### config.mk
export PLATFORM = sky130hd
export DESIGN_NAME = hidden_layer_ctrl
export DESIGN_NICKNAME = d
export VERILOG_FILES = /design/src/rtl/hidden_ctrl_pkg.sv /design/src/rtl/hidden_load_addr_gen.sv /design/src/rtl/hidden_layer_ctrl.sv
export SDC_FILE = /design/constraint.sdc
export NUM_CORES = 1
export LEC_CHECK = 0
export CAP_MARGIN = 5
export CORE_AREA = 2 2 170 172
export DETAILED_ROUTE_END_ITERATION = 7
export DIE_AREA = 0 0 172 174
export PLACE_DENSITY = 0.72
export SETUP_SLACK_MARGIN = 0.4
export SYNTH_ARGS = -nofsm -noshare
export SYNTH_HDL_FRONTEND = slang
export SYNTH_HIERARCHICAL = 1
export SYNTH_SLANG_ARGS = --single-unit
### constraint.sdc
create_clock -name clk -period 2.2 [get_ports clk]
set_input_delay 0.44 -clock clk [delete_from_list [all_inputs] [get_ports clk]]
set_output_delay 0.44 -clock clk [all_outputs]
set_load 0.05 [all_outputs]
### src/rtl/hidden_ctrl_pkg.sv
// Shared types and constants for the hidden-layer sequencer.
package hidden_ctrl_pkg;

    localparam int FP16_W = 16;
    localparam int IMG_W  = 64;

    typedef enum logic [2:0] {
        IDLE  = 3'd0,
        LOAD  = 3'd1,
        READY = 3'd2,
        EVAL  = 3'd3,
        RESP  = 3'd4
    } state_t;

    // States in which the host may start a new weight load.
    function automatic logic is_host_state(input state_t s);
        return (s == IDLE) || (s == READY);
    endfunction

endpackage

### src/rtl/hidden_load_addr_gen.sv
// Weight-load beat sequencer: tracks (neuron, address) of the next beat,
// address-major within a neuron, and flags the final beat of the whole bank.
// The position holds on the final beat instead of wrapping; only clr restarts it.
module hidden_load_addr_gen
    import hidden_ctrl_pkg::*;
#(
    parameter int NUM_NEURONS = 8,
    parameter int N_WEIGHTS   = 64,
    localparam int ADDR_W     = $clog2(N_WEIGHTS),
    localparam int NIDX_W     = (NUM_NEURONS > 1) ? $clog2(NUM_NEURONS) : 1
) (
    input  logic              clk,
    input  logic              rst,
    input  logic              clr,
    input  logic              adv,
    output logic [NIDX_W-1:0] neuron_idx,
    output logic [ADDR_W-1:0] addr,
    output logic              last
);

    logic [ADDR_W-1:0] addr_q, addr_d;
    logic [NIDX_W-1:0] nidx_q, nidx_d;
    logic              addr_wrap;

    assign addr_wrap  = (addr_q == ADDR_W'(N_WEIGHTS - 1));
    assign last       = addr_wrap && (nidx_q == NIDX_W'(NUM_NEURONS - 1));
    assign neuron_idx = nidx_q;
    assign addr       = addr_q;

    // Next beat position: restart on clr, otherwise step on each accepted beat.
    always_comb begin
        addr_d = addr_q;
        nidx_d = nidx_q;
        if (clr) begin
            addr_d = '0;
            nidx_d = '0;
        end else if (adv && !last) begin
            if (addr_wrap) begin
                addr_d = '0;
                nidx_d = nidx_q + NIDX_W'(1);
            end else begin
                addr_d = addr_q + ADDR_W'(1);
            end
        end
    end

    // Beat position registers.
    always_ff @(posedge clk or negedge rst) begin
        if (!rst) begin
            addr_q <= '0;
            nidx_q <= '0;
        end else begin
            addr_q <= addr_d;
            nidx_q <= nidx_d;
        end
    end

endmodule

### src/rtl/hidden_layer_ctrl.sv
// Sequencer for a bank of hidden-layer neurons sharing one weight-write bus.
// Streams weights into every neuron, then runs one evaluation per image and
// holds the captured neuron outputs until the consumer takes them.
// rst is asynchronous and active-low.
// Optional build macro: HIDDEN_CTRL_PERF_EN adds perf_infer_cnt, a free-running
// count of result handshakes (cleared only by reset).
module hidden_layer_ctrl
    import hidden_ctrl_pkg::*;
#(
    parameter int NUM_NEURONS = 8,
    parameter int N_WEIGHTS   = 64,
    parameter int EVAL_LAT    = 2
) (
    input  logic                          clk,
    input  logic                          rst,
    input  logic                          load_start,
    input  logic                          w_valid,
    output logic                          w_ready,
    input  logic [FP16_W-1:0]             w_data,
    input  logic                          img_valid,
    output logic                          img_ready,
    input  logic [IMG_W-1:0]              img_data,
    output logic                          res_valid,
    input  logic                          res_ready,
    output logic [FP16_W*NUM_NEURONS-1:0] res_data,
    output logic [NUM_NEURONS-1:0]        n_wen,
    output logic [FP16_W-1:0]             n_weight,
    output logic [$clog2(N_WEIGHTS)-1:0]  n_addr,
    output logic                          n_en,
    output logic [IMG_W-1:0]              n_image,
    input  logic [FP16_W*NUM_NEURONS-1:0] n_out,
    output logic                          weights_loaded,
    output logic                          busy
`ifdef HIDDEN_CTRL_PERF_EN
    ,
    output logic [31:0]                   perf_infer_cnt
`endif
);

    localparam int ADDR_W = $clog2(N_WEIGHTS);
    localparam int NIDX_W = (NUM_NEURONS > 1) ? $clog2(NUM_NEURONS) : 1;
    localparam int RES_W  = FP16_W * NUM_NEURONS;

    state_t                   state_q, state_d;
    logic [3:0]               lat_q, lat_d;
    logic [NUM_NEURONS-1:0]   n_wen_q, n_wen_d;
    logic [FP16_W-1:0]        n_weight_q, n_weight_d;
    logic [ADDR_W-1:0]        n_addr_q, n_addr_d;
    logic                     n_en_q, n_en_d;
    logic [IMG_W-1:0]         n_image_q, n_image_d;
    logic [RES_W-1:0]         res_data_q, res_data_d;
    logic                     loaded_q, loaded_d;

    logic                     load_clr;
    logic                     beat_acc;
    logic [NIDX_W-1:0]        gen_nidx;
    logic [ADDR_W-1:0]        gen_addr;
    logic                     gen_last;

    hidden_load_addr_gen #(
        .NUM_NEURONS (NUM_NEURONS),
        .N_WEIGHTS   (N_WEIGHTS)
    ) u_addr_gen (
        .clk        (clk),
        .rst        (rst),
        .clr        (load_clr),
        .adv        (beat_acc),
        .neuron_idx (gen_nidx),
        .addr       (gen_addr),
        .last       (gen_last)
    );

    // Next-state and handshake decode; all neuron-side buses are registered.
    always_comb begin
        state_d    = state_q;
        lat_d      = lat_q;
        n_wen_d    = '0;
        n_weight_d = n_weight_q;
        n_addr_d   = n_addr_q;
        n_en_d     = 1'b0;
        n_image_d  = n_image_q;
        res_data_d = res_data_q;
        loaded_d   = loaded_q;
        load_clr   = 1'b0;
        beat_acc   = 1'b0;
        w_ready    = 1'b0;
        img_ready  = 1'b0;
        res_valid  = 1'b0;

        case (state_q)
            IDLE: begin
                if (load_start) begin
                    state_d  = LOAD;
                    load_clr = 1'b1;
                    loaded_d = 1'b0;
                end
            end

            LOAD: begin
                w_ready  = 1'b1;
                beat_acc = w_valid;
                if (w_valid) begin
                    n_wen_d    = NUM_NEURONS'(1) << gen_nidx;
                    n_weight_d = w_data;
                    n_addr_d   = gen_addr;
                    if (gen_last) begin
                        state_d  = READY;
                        loaded_d = 1'b1;
                    end
                end
            end

            READY: begin
                // A simultaneous load request takes priority over an image,
                // so the image handshake is withheld in that cycle.
                if (load_start) begin
                    state_d  = LOAD;
                    load_clr = 1'b1;
                    loaded_d = 1'b0;
                end else begin
                    img_ready = 1'b1;
                    if (img_valid) begin
                        n_image_d = img_data;
                        n_en_d    = 1'b1;
                        lat_d     = '0;
                        state_d   = EVAL;
                    end
                end
            end

            EVAL: begin
                // lat_q counts cycles since the n_en cycle; outputs are
                // valid EVAL_LAT cycles after it and captured at that edge.
                if (lat_q == 4'(EVAL_LAT)) begin
                    res_data_d = n_out;
                    state_d    = RESP;
                end else begin
                    lat_d = lat_q + 4'd1;
                end
            end

            RESP: begin
                res_valid = 1'b1;
                if (res_ready) begin
                    state_d = READY;
                end
            end

            default: begin
                state_d = IDLE;
            end
        endcase
    end

    // State, datapath and status registers; reset aborts any operation.
    always_ff @(posedge clk or negedge rst) begin
        if (!rst) begin
            state_q    <= IDLE;
            lat_q      <= '0;
            n_wen_q    <= '0;
            n_weight_q <= '0;
            n_addr_q   <= '0;
            n_en_q     <= 1'b0;
            n_image_q  <= '0;
            res_data_q <= '0;
            loaded_q   <= 1'b0;
        end else begin
            state_q    <= state_d;
            lat_q      <= lat_d;
            n_wen_q    <= n_wen_d;
            n_weight_q <= n_weight_d;
            n_addr_q   <= n_addr_d;
            n_en_q     <= n_en_d;
            n_image_q  <= n_image_d;
            res_data_q <= res_data_d;
            loaded_q   <= loaded_d;
        end
    end

    assign n_wen          = n_wen_q;
    assign n_weight       = n_weight_q;
    assign n_addr         = n_addr_q;
    assign n_en           = n_en_q;
    assign n_image        = n_image_q;
    assign res_data       = res_data_q;
    assign weights_loaded = loaded_q;
    assign busy           = !is_host_state(state_q);

`ifdef HIDDEN_CTRL_PERF_EN
    logic [31:0] perf_q, perf_d;
    logic        res_hs;

    assign res_hs = (state_q == RESP) && res_ready;

    // Inference counter: one per result handshake, wraps naturally.
    always_comb begin
        perf_d = perf_q;
        if (res_hs) begin
            perf_d = perf_q + 32'd1;
        end
    end

    // Inference counter register; untouched by load_start.
    always_ff @(posedge clk or negedge rst) begin
        if (!rst) begin
            perf_q <= '0;
        end else begin
            perf_q <= perf_d;
        end
    end

    assign perf_infer_cnt = perf_q;
`else
    // No inference counter in this build.
`endif

endmodule

==> impl_metrics.yaml, run 1 <==
synth:
  synth_edf_count: 0
  yosys.area_share.simple_pct: 13.7
  yosys-top-cells-area: "dfrtp_1, mux2_4, nand2_1, mux2_2, buf_12"
  synth_area_um2: 9960
  synthFlopType: "dfrtp_1"
  seq_area_frac_synth_pct: 60.3
  synth_top_family_by_area: "multiplexers"
  synth_compound_area_share_pct: 1.46
  synth_xor_area_share_pct: 0
  synth_area_per_cell_um2: 12.9
  async_flop_share_pct: 100
  yosys_warnings: 6
  syn_nets: 990
  ys_types: 46
  synthTopCellsByCount: "nand2_1, dfrtp_1, mux2_4"
  synth_cells: 771
  synth_seq_cells: 240
  synth_area_leader_cell: "dfrtp_1"
  yosys.area_share.adder_pct: 0.628
  yosys.area.top_type_share_pct: 60.3
  yosysMostFrequentCell: "nand2_1"
  muxShareOfSynthArea_pct: 19.5
detailed_routing:
  drt_wl_total_um: 31100
  drtIter0Drc: 308
  avgViaCountPerCell: 4.57
  drtPass1Iterations: 4
  route.vias.total: 7647
  antenna_left: 0
  wl_per_cell_um: 18.6
  drc: 0
final_layout:
  drive_gt1_share_pct: 38.9
  final_nets: 1488
  utilization_pct: 59.1
  syn2layout_area_growth_pct: 67.7
  fin_cells: 1673
  antennaDiodeCount: 0
clock_tree:
  cts_tree: "done"
  cts_root_buf: "clkbuf_16"
  htree_levels: 1
  clock_path_buffers: 3
  clk-insertion-delay-late_ps: 530
  cts.sinks: 240
  numCtsBuffers: 26
  clkTransAtPathRegs_ps: 60
setup_path:
  path_buf_inv: 2
  crit_path_end_kind: "output port"
  r2r-start: "state_q[2]"
  r2r_end: "u_addr_gen/addr[3]"
  critPathKind: "flip-flop to output port"
  required_ps: 1760
  reg2regPathDepth: 9
  cp_max_fo: 7
  slowest_delay_ps: 480
  cp_slowest_cell: "dfrtp_2"
  cp.arrival_ps: 1590
  regToRegSetupSlack_ps: 400
  cp_top_family: "flip-flops"
  crit_chain: "nor4b_4 > buf_4 > buf_12"
  cp-start-kind: "flip-flop"
floorplanning:
  die_area_um2: 29900
  die_h_um: 174
  ios: 442
  die_x_um: 172
  fp.coreArea_um2: 28200
  start_util_pct: 35.3
  fp-row-count: 62
global_route:
  grtUsageTotal_pct: 19.5
  grt_pass1_vias: 7918
  grt-ovfl-total: 0
  grt_pass1_wl_um: 45500
  grt_max_degree: 61
  antenna_found_initial: 1
timing:
  clock.fmax_ghz: 0.494
  layout_worst_path_cycle_share_pct: 92.1
  timing.slew.headroom_pct: 67.7
  hold_violations: 0
  worstMarginPinSlew_ps: 485
  setup_viol: 0
  fin_crit_ps: 2030
  setup_tns_ps: 0
  rsz0062_at_grt: "yes"
  drv_slew: 0
  fin_skew_ps: 11.0
power:
  p_per_area_nw_per_um2: 1670
  p_leak_nw: 7.93
  ir_worst_vdd_mv: 0.988
placement:
  hpwlAfterDp_um: 20800
  finalWeightedCongestion: 0.799
  port_buffers: 441
  place_inst: 1584
run:
  max-cap-violations: 0
min_path:
  worstHoldPathType: "input port to asynchronous set/reset pin"
run_status:
  status: "finished clean"
-- worst register-to-register path, cell delays in order, from the launching register on --
cell and delay (ps):
dfrtp_1 400, buf_4 160, nor3b_4 280, buf_6 150, nand2_2 50, inv_2 80, buf_6 120, nor2b_1 120
mux2i_1 70, o32ai_1 270
-- cells in the final DEF, fill, tap and decap left out, types with 3 or more instances in the layout --
master,netlist,routed
clkdlybuf4s15_2,0,218
mux2_2,20,19
nor2_1,13,12
nand2_1,270,267
buf_16,0,8
dfrtp_1,240,234
a211oi_1,4,3
a21oi_1,8,6
clkbuf_16,0,34
buf_8,0,5
buf_12,11,8
nand2b_1,8,8
inv_2,2,3
dfrtp_2,0,6
inv_1,6,3
mux2i_1,6,6
nor3_1,6,5
ha_4,0,3
mux2_4,110,111
clkbuf_1,4,4
buf_4,2,35
clkbuf_8,0,10
buf_6,9,10
clkdlybuf4s50_1,0,212
-- routing by layer --
metal	global-route usage [%]	up-vias	routed length (um)
li1	-	3534	-
met1	22.8	3749	11900
met2	34.1	306	15400
met3	6.83	56	3060
met4	4.97	2	748
met5	0	-	13
-- through the flow --
| step | hold slack [ps] | total power [mW] | area [um^2] | setup slack, ps |
|---|---|---|---|---|
| global route | 422 | 29.1 | 16700 | 116 |
| detailed placement | 418 | 23.3 | 14800 | 135 |
| CTS | 413 | 27.8 | 16300 | 117 |
| finish | 437 | 27.8 | 16700 | 175 |
| floorplan | 144 | 17.9 | 10100 | -264 |
| global placement | 419 | 23.1 | 14800 | 159 |
-- registers in the layout, indices dropped and copies added, names as in the netlist --
signal,cells
n_weight,16
n_en,1
u_addr_gen/addr,6
res_data,128
state_q,3
lat_q,4
weights_loaded,1
n_wen,8
n_image,64
n_addr,6
u_addr_gen/neuron_idx,3
-- worst max-delay path by stage --
| stage | cells past startpoint | slack, ps | end | from |
|---|---|---|---|---|
| after floorplan | 9 | -260 | u_addr_gen/neuron_idx[0] | state_q[1] |
| after global placement | 7 | 160 | n_image[35] | load_start |
| after detailed placement | 7 | 130 | n_image[35] | load_start |
| after CTS | 4 | 120 | img_ready | state_q[2] |
| after global routing | 3 | 120 | img_ready | state_q[0] |
| final | 3 | 170 | img_ready | state_q[0] |
-- where the power goes --
part | leakage, nW | internal, mW | switching [mW]
clock | 0.459 | 2.82 | 1.81
sequential | 2.92 | 6.48 | 1.28
combinational | 4.55 | 5.57 | 9.89
total | 7.93 | 14.9 | 13.0
-- logic make-up after synthesis --
| group | count (synthesis) |
|---|---|
| flip-flops | 240 |
| adder cells (fa/ha/maj) | 5 |
| AO/OA/AOI/OAI | 23 |
| multiplexers | 136 |
| AND/OR/NAND/NOR | 322 |
| buffers and inverters | 45 |
-- final cells by class --
type                       instances  area, um^2
fill                            2208       11500
clock inverter                     7        96.3
sequential                       240        6010
multi-input combinational        486        3630
clock buffer                      41         828
inverter                           8        35.0
tap                              384         480
timing repair buffer             507        5610
-- timing repair --
item | in CTS | in global routing
setup buffers | 9 | 15
cloned | 6 | 10
setup endpoints to repair | 359 | 196
pin swaps | 2 | 7
endpoints found under the hold margin | 52 | 0
hold buffers | 1 | 0
gates resized for setup | 687 | 28
(Power assumes the default switching activity.)
==> run 2: changes to the inputs <==
- CORE_AREA: 2 2 170 172 -> not set
- CORE_ASPECT_RATIO: not set -> 0.5
- CORE_MARGIN: not set -> 2
- CORE_UTILIZATION: not set -> 38
- DIE_AREA: 0 0 172 174 -> not set
- PLACE_DENSITY: 0.72 -> 0.77
==> run 2 against run 1 <==
  * Power shrank 0.71%
  * Register-to-register slack worse by 110 ps
  * Final cell count down 2.2%
  * Critical endpoint unchanged
  * Largest cell class unchanged
  * Largest power group unchanged
  * Highest routed layer is now met4
==> impl_metrics.yaml, run 2 (synthesis gave the netlist of run 1 again) <==
power:
  ir_worst_vdd_mv: 0.713
  p_sw_share_pct: 47.5
  seqPwrFrac_pct: 28.3
  p_clk_share_pct: 14.3
  p_leak_nw: 8.02
  p_per_area_nw_per_um2: 1650
  p_switching_mw: 13.1
  internal_power_mw: 14.5
  p_comb_share_pct: 57.3
  power_mw: 27.6
global_route:
  grtUsageTotal_pct: 22.2
  grt_pass1_wl_um: 47800
  antenna_found_initial: 0
  grt-ovfl-total: 0
  grt_pass1_vias: 8413
  grt_max_degree: 74
timing:
  layout_worst_path_cycle_share_pct: 89.2
  rsz0062_at_grt: "yes"
  drv_slew: 0
  fin_skew_ps: 9.33
  timing.slew.headroom_pct: 58.5
  fin_ws_ps: 237
  holdWs_ps: 457
  setup_viol: 0
  clock.fmax_ghz: 0.509
  worstMarginPinSlew_ps: 623
  hold_violations: 0
  fin_crit_ps: 1960
detailed_routing:
  wl_per_cell_um: 19.8
  drt-met1-wl_um: 12700
  avgViaCountPerCell: 4.77
  dr_wl_met3_um: 1140
  antenna_left: 0
  wl_met2_um: 17400
  drtPass1Iterations: 4
  route.vias.total: 7807
  dr.max_layer_used: "met4"
  drt_wl_total_um: 32400
  drc: 0
  drtIter0Drc: 462
setup_path:
  crit_chain: "nor4b_4 > buf_12"
  critPathKind: "flip-flop to output port"
  crit_path_end_kind: "output port"
  path_buf_inv: 1
  slowest_delay_ps: 440
  cp-start-kind: "flip-flop"
  required_ps: 1760
  cp.arrival_ps: 1520
  cp_top_family: "flip-flops"
  cp_max_fo: 5
  cp_slowest_cell: "dfrtp_2"
clock_tree:
  clkTransAtPathRegs_ps: 60
  htree_levels: 1
  numCtsBuffers: 23
  clk-insertion-delay-late_ps: 510
  clock_path_buffers: 3
  cts_tree: "done"
  cts.sinks: 240
  cts_root_buf: "clkbuf_16"
placement:
  pre_cts_ws_ps: 91.8
  finalWeightedCongestion: 0.861
  port_buffers: 441
  place_area_um2: 14700
  hpwlAfterDp_um: 21800
final_layout:
  antennaDiodeCount: 0
  mostFrequentLayoutCell: "nand2_1"
  syn2layout_area_growth_pct: 68.0
  largest_reg_flops: 128
  drive_gt1_share_pct: 39.2
  fin_area_um2: 16700
  utilization_pct: 65.8
  final_nets: 1497
  mostFrequentLayoutCells: "nand2_1, dfrtp_1, clkdlybuf4s15_2"
run_status:
  status: "finished clean"
floorplanning:
  fp.coreArea_um2: 25400
  fp-row-count: 41
  die_area_um2: 27600
  start_util_pct: 39.1
  die_h_um: 118
  die_x_um: 233
  ios: 442
run:
  max-cap-violations: 0
min_path:
  worstHoldPathType: "input port to flip-flop"
run 2: cell types whose count changed in the layout (fill, tap and decap cells not counted), moves of 2 or more:
cell / change
buf_4: -3
clkinv_2: +3
ha_4: -2
buf_12: +5
clkbuf_16: -2
ha_2: +2
mux2_2: -19
clkbuf_8: -3
buf_6: +6
clkdlybuf4s15_2: +2
inv_6: -2
mux2_4: +19
clkbuf_1: -2
run 2: routing by layer:
layer | GRT usage [%] | vias up
met5 | 0 | -
met2 | 42.0 | 221
li1 | - | 3554
met4 | 7.09 | 0
met3 | 3.21 | 73
met1 | 25.7 | 3959
run 2: layout make-up:
type,instances,area (um^2)
clock inverters,7,62.6
well taps,344,430
multi-input cells,487,3700
repair buffers,518,5810
flip-flops and latches,240,6010
clock buffers,32,679
fillers,1813,8710
inverters,8,37.5
run 2: timing repair:
action                                 CTS  global route
pin swaps                                4             7
setup buffers                           24            13
gates cloned                             7            10
gates resized for setup                699            53
hold buffers                             1             0
setup endpoints to repair              361           138
endpoints found under the hold margin   64             0
run 2: path summary, 6_finish.rpt:
check	startpoint	to	slack (ps)	cells past startpoint
max reg2reg	lat_q[0]	res_data[94]	290	9
min in group asynchronous	rst	res_data[74]	500	2
min reg2reg	n_image[26]	n_image[26]	460	2
max	state_q[0]	img_ready	240	2
min	w_data[8]	n_weight[8]	460	3
max in group asynchronous	rst	state_q[2]	990	3
run 2: through the flow:
step                setup TNS, ps  instances
finish                          0       1636
CTS                             0       1613
global placement                0       1542
floorplan                    -464        771
detailed placement              0       1542
global route                    0       1636
run 2: worst register-to-register path: stages, from the launching register on:
cell	delay, ps
dfrtp_1	400
inv_2	90
ha_4	130
nor3b_4	220
buf_6	150
nand2_8	100
buf_6	150
buf_6	120
buf_16	130
mux2_4	290
run 2: power by group through the flow:
stage	Clock, mW	Combinational [mW]	Sequential, mW
CTS	4.05	15.4	7.80
floorplan	0	3.38	14.5
global route	4.23	16.4	8.08
detailed placement	0	15.6	7.83
global placement	0	15.4	7.73
finish	3.96	15.9	7.84
==> edit (settings of run 1) <==
Re-encode `state_t` (5 states) as one-hot, 5 bits wide.
--- a/src/rtl/hidden_ctrl_pkg.sv
+++ b/src/rtl/hidden_ctrl_pkg.sv
@@ -4,12 +4,12 @@
     localparam int FP16_W = 16;
     localparam int IMG_W  = 64;
 
-    typedef enum logic [2:0] {
-        IDLE  = 3'd0,
-        LOAD  = 3'd1,
-        READY = 3'd2,
-        EVAL  = 3'd3,
-        RESP  = 3'd4
+    typedef enum logic [4:0] {
+        IDLE  = 5'b00001,
+        LOAD  = 5'b00010,
+        READY = 5'b00100,
+        EVAL  = 5'b01000,
+        RESP  = 5'b10000
     } state_t;
 
     // States in which the host may start a new weight load.
Behaviour: same outputs for any inputs over 10 cycles, from zero or initial values and one cycle with rst low; not proved beyond that.
==> edit against run 1 <==
Sequential cell count increased by 2. Synthesized area decreased by 3.8%. Routed wire length decreased by 2.4%. Cell area decreased by 0.28%. Synthesized cell count decreased by 5.7%. Cell count decreased by 2.3%. Register-to-register slack got worse by 0.30 ns. Global-route usage decreased by 0.45 points. Worst setup slack got worse by 0.14 ns. Critical path type unchanged.
Power is not compared: it rests on default switching activity, and its combinational part moved more than twofold at a synthesized area within 25%.
==> edit: results (changes against run 1) <==
metric,value,unit,change
postSynthNetCount,946,,-4.4%
worstPathMaxFanout,5,,-2
status,"complete, no violations",,
yosys_warnings,6,,unchanged
antenna_found_initial,2,,+1
seq_area_frac_synth,0.6325,,+0.02924
final_layout_size_suffix_gt1_frac,0.4219,,+0.03249
cts-htree-levels,1,,unchanged
crit_family,simple AND/OR/NAND/NOR gates,,
detail_route.first_pass.iterations,4,,unchanged
cts.root.buffer_cell,sky130_fd_sc_hd__clkbuf_16,,
wire_length_of_the_first_global_routing_pass,44170,um,-3.0%
clk_pin_slew_worst_paths,0.06,ns,about the same
layout.nets,1451,,-2.5%
hpwlAfterDp,21120,um,+1.4%
gpl.final_weighted_congestion,0.7712,,-3.4%
fillCellCount,2240,,+1.4%
via_count_of_the_first_global_routing_pass,7767,,-1.9%
post_synth_fa_ha_maj_area_fraction,0.006533,,+0.0002488
grt_util_all_layers,0.1906,,-0.004461
hold_path.class,in -> async,,
place.port_buffers,441,,unchanged
critical_path_arrival,1.73,ns,+0.14 ns
synth-compound-area-share,0.01502,,+0.0004465
max_reg_flops,128,,unchanged
clk_latency,0.52,ns,
worst_clock_skew,0.008419,ns,-0.002551 ns
ir_worst_vdd,0.5028,mV,
total_switching_power,3698,uW,
cts_buffers,26,,unchanged
post_synth_xor_area_fraction,0.0009146,,+0.0009146
drt-initial-drc-count,292,,-5.2%
place_area,0.01457,mm2,-1.3%
synth-edff-count,0,,unchanged
cts_buffer_depth,3,,unchanged
via_count,7486,,-2.1%
worst_slack_on_hold_paths,0.4413,ns,+0.004396 ns
synth_top_flop_cell,sky130_fd_sc_hd__dfrtp_1,,
leakage,0.007694,uW,
synth_area_leaders,"sky130_fd_sc_hd__dfrtp_1 (63%), sky130_fd_sc_hd__mux2_2 (15%), sky130_fd_sc_hd__nand2_1 (8.0%)",,
synth_cell_type_count,50,,+8.7%
max_stage_delay,0.44,ns,-0.04 ns
maxSlewHeadroom,0.6789,,+0.002052
grt_start_max_net_pins,68,,+11%
reg2reg_setup_slack,0.10,ns,-0.30 ns
yosys-mux-area-fraction,0.1917,,-0.002881
ys_top_cells_by_count,"sky130_fd_sc_hd__dfrtp_1 (241), sky130_fd_sc_hd__nand2_1 (204), sky130_fd_sc_hd__mux2_2 (131), sky130_fd_sc_hd__mux2_4 (20), sky130_fd_sc_hd__buf_6 (14)",,
cpMaxStageDelayCell,sky130_fd_sc_hd__dfrtp_2,,
totalWireLength,30360,um,-2.4%
asyncSetResetFlopFracSynth,1.000,,unchanged
largest_family_of_logic_cells_by_synthesized_area,multiplexers,,
## edit: changes by cell type after synthesis, sizes merged, moves of 2 or more
| cell | delta |
|---|---|
| mux2 | +21 |
| nand2 | -67 |
| and2 | +3 |
| a21oi | -3 |
| o21ai | -2 |
| nand2b | -2 |
| nor4b | +3 |
| nand3 | +2 |
| nor2b | +4 |
| buf | -10 |
| nor2 | -4 |
| clkbuf | +5 |
## edit: layout make-up
| class | instances | share of cell area |
|---|---|---|
| Antenna cell | 1 | 0.0001503 |
| Multi-Input combinational cell | 444 | 0.2057 |
| Sequential cell | 242 | 0.3641 |
| Clock buffer | 37 | 0.04644 |
| Tap cell | 384 | 0.02885 |
| Clock inverter | 8 | 0.007063 |
| Timing Repair Buffer | 508 | 0.3432 |
| Inverter | 9 | 0.003607 |
| Timing Repair inverter | 1 | 0.0009769 |
## edit: worst register-to-register path, delay by kind of cell (launching register included)
kind,cells,cell delay [ns]
buffers and inverters,5,0.78
flip-flops,1,0.53
multiplexers,1,0.27
AND/OR/NAND/NOR,2,0.42
## edit: timing repair
action                                  4_1_cts  5_1_grt
gates cloned                                  7        4
gates resized for setup                     678       55
endpoints found under the hold margin        47        0
endpoints found under the setup margin      383      187
hold buffers                                  1        0
pin swaps                                     3       10
buffers inserted                             12       18
## edit: path summary, 6_finish.rpt
check | start | end | cells after the start
max | state_q[3] | res_valid | 3
min | rst | res_data[127] | 2
max reg2reg | state_q[0] | res_data[106] | 8
min reg2reg | n_image[36] | n_image[36] | 2
max in group asynchronous | rst | state_q[3] | 3
min in group clk | img_data[16] | n_image[16] | 3
## edit: power groups by stage
stage	Sequential, uW	Combinational [uW]	Clock (uW)
floorplan	5940	765	0
global placement	5070	2800	0
detailed placement	5090	2840	0
CTS	5000	2850	4660
global route	5060	3270	4840
finish	5010	3120	4540
## edit: per-layer routing
metal / track usage / share of wire / wire [um]
met1: 0.2175 / 0.37 / 11310
met5: 0 / 0.00043 / 13
met4: 0.07388 / 0.038 / 1141
met3: 0.06261 / 0.094 / 2858
met2: 0.3293 / 0.50 / 15040
## edit: stage by stage
stage | util | std cells | power, uW | setup slack (ns)
floorplan | - | 727 | 6701 | -0.2606
global placement | 0.5160 | 1546 | 7869 | 0.2027
detailed placement | 0.5160 | 1546 | 7924 | 0.1433
CTS | 0.5721 | 1611 | 12510 | 0.01857
global route | 0.5897 | 1634 | 13160 | -0.02801
finish | 0.5897 | 1634 | 12680 | 0.03339
## edit: kinds of logic after synthesis
kind of cell,count (synthesis)
buf+inv,41
mux,157
simple gates,261
fa+ha+maj,5
compound gates,20
flops,242
xor+xnor,1
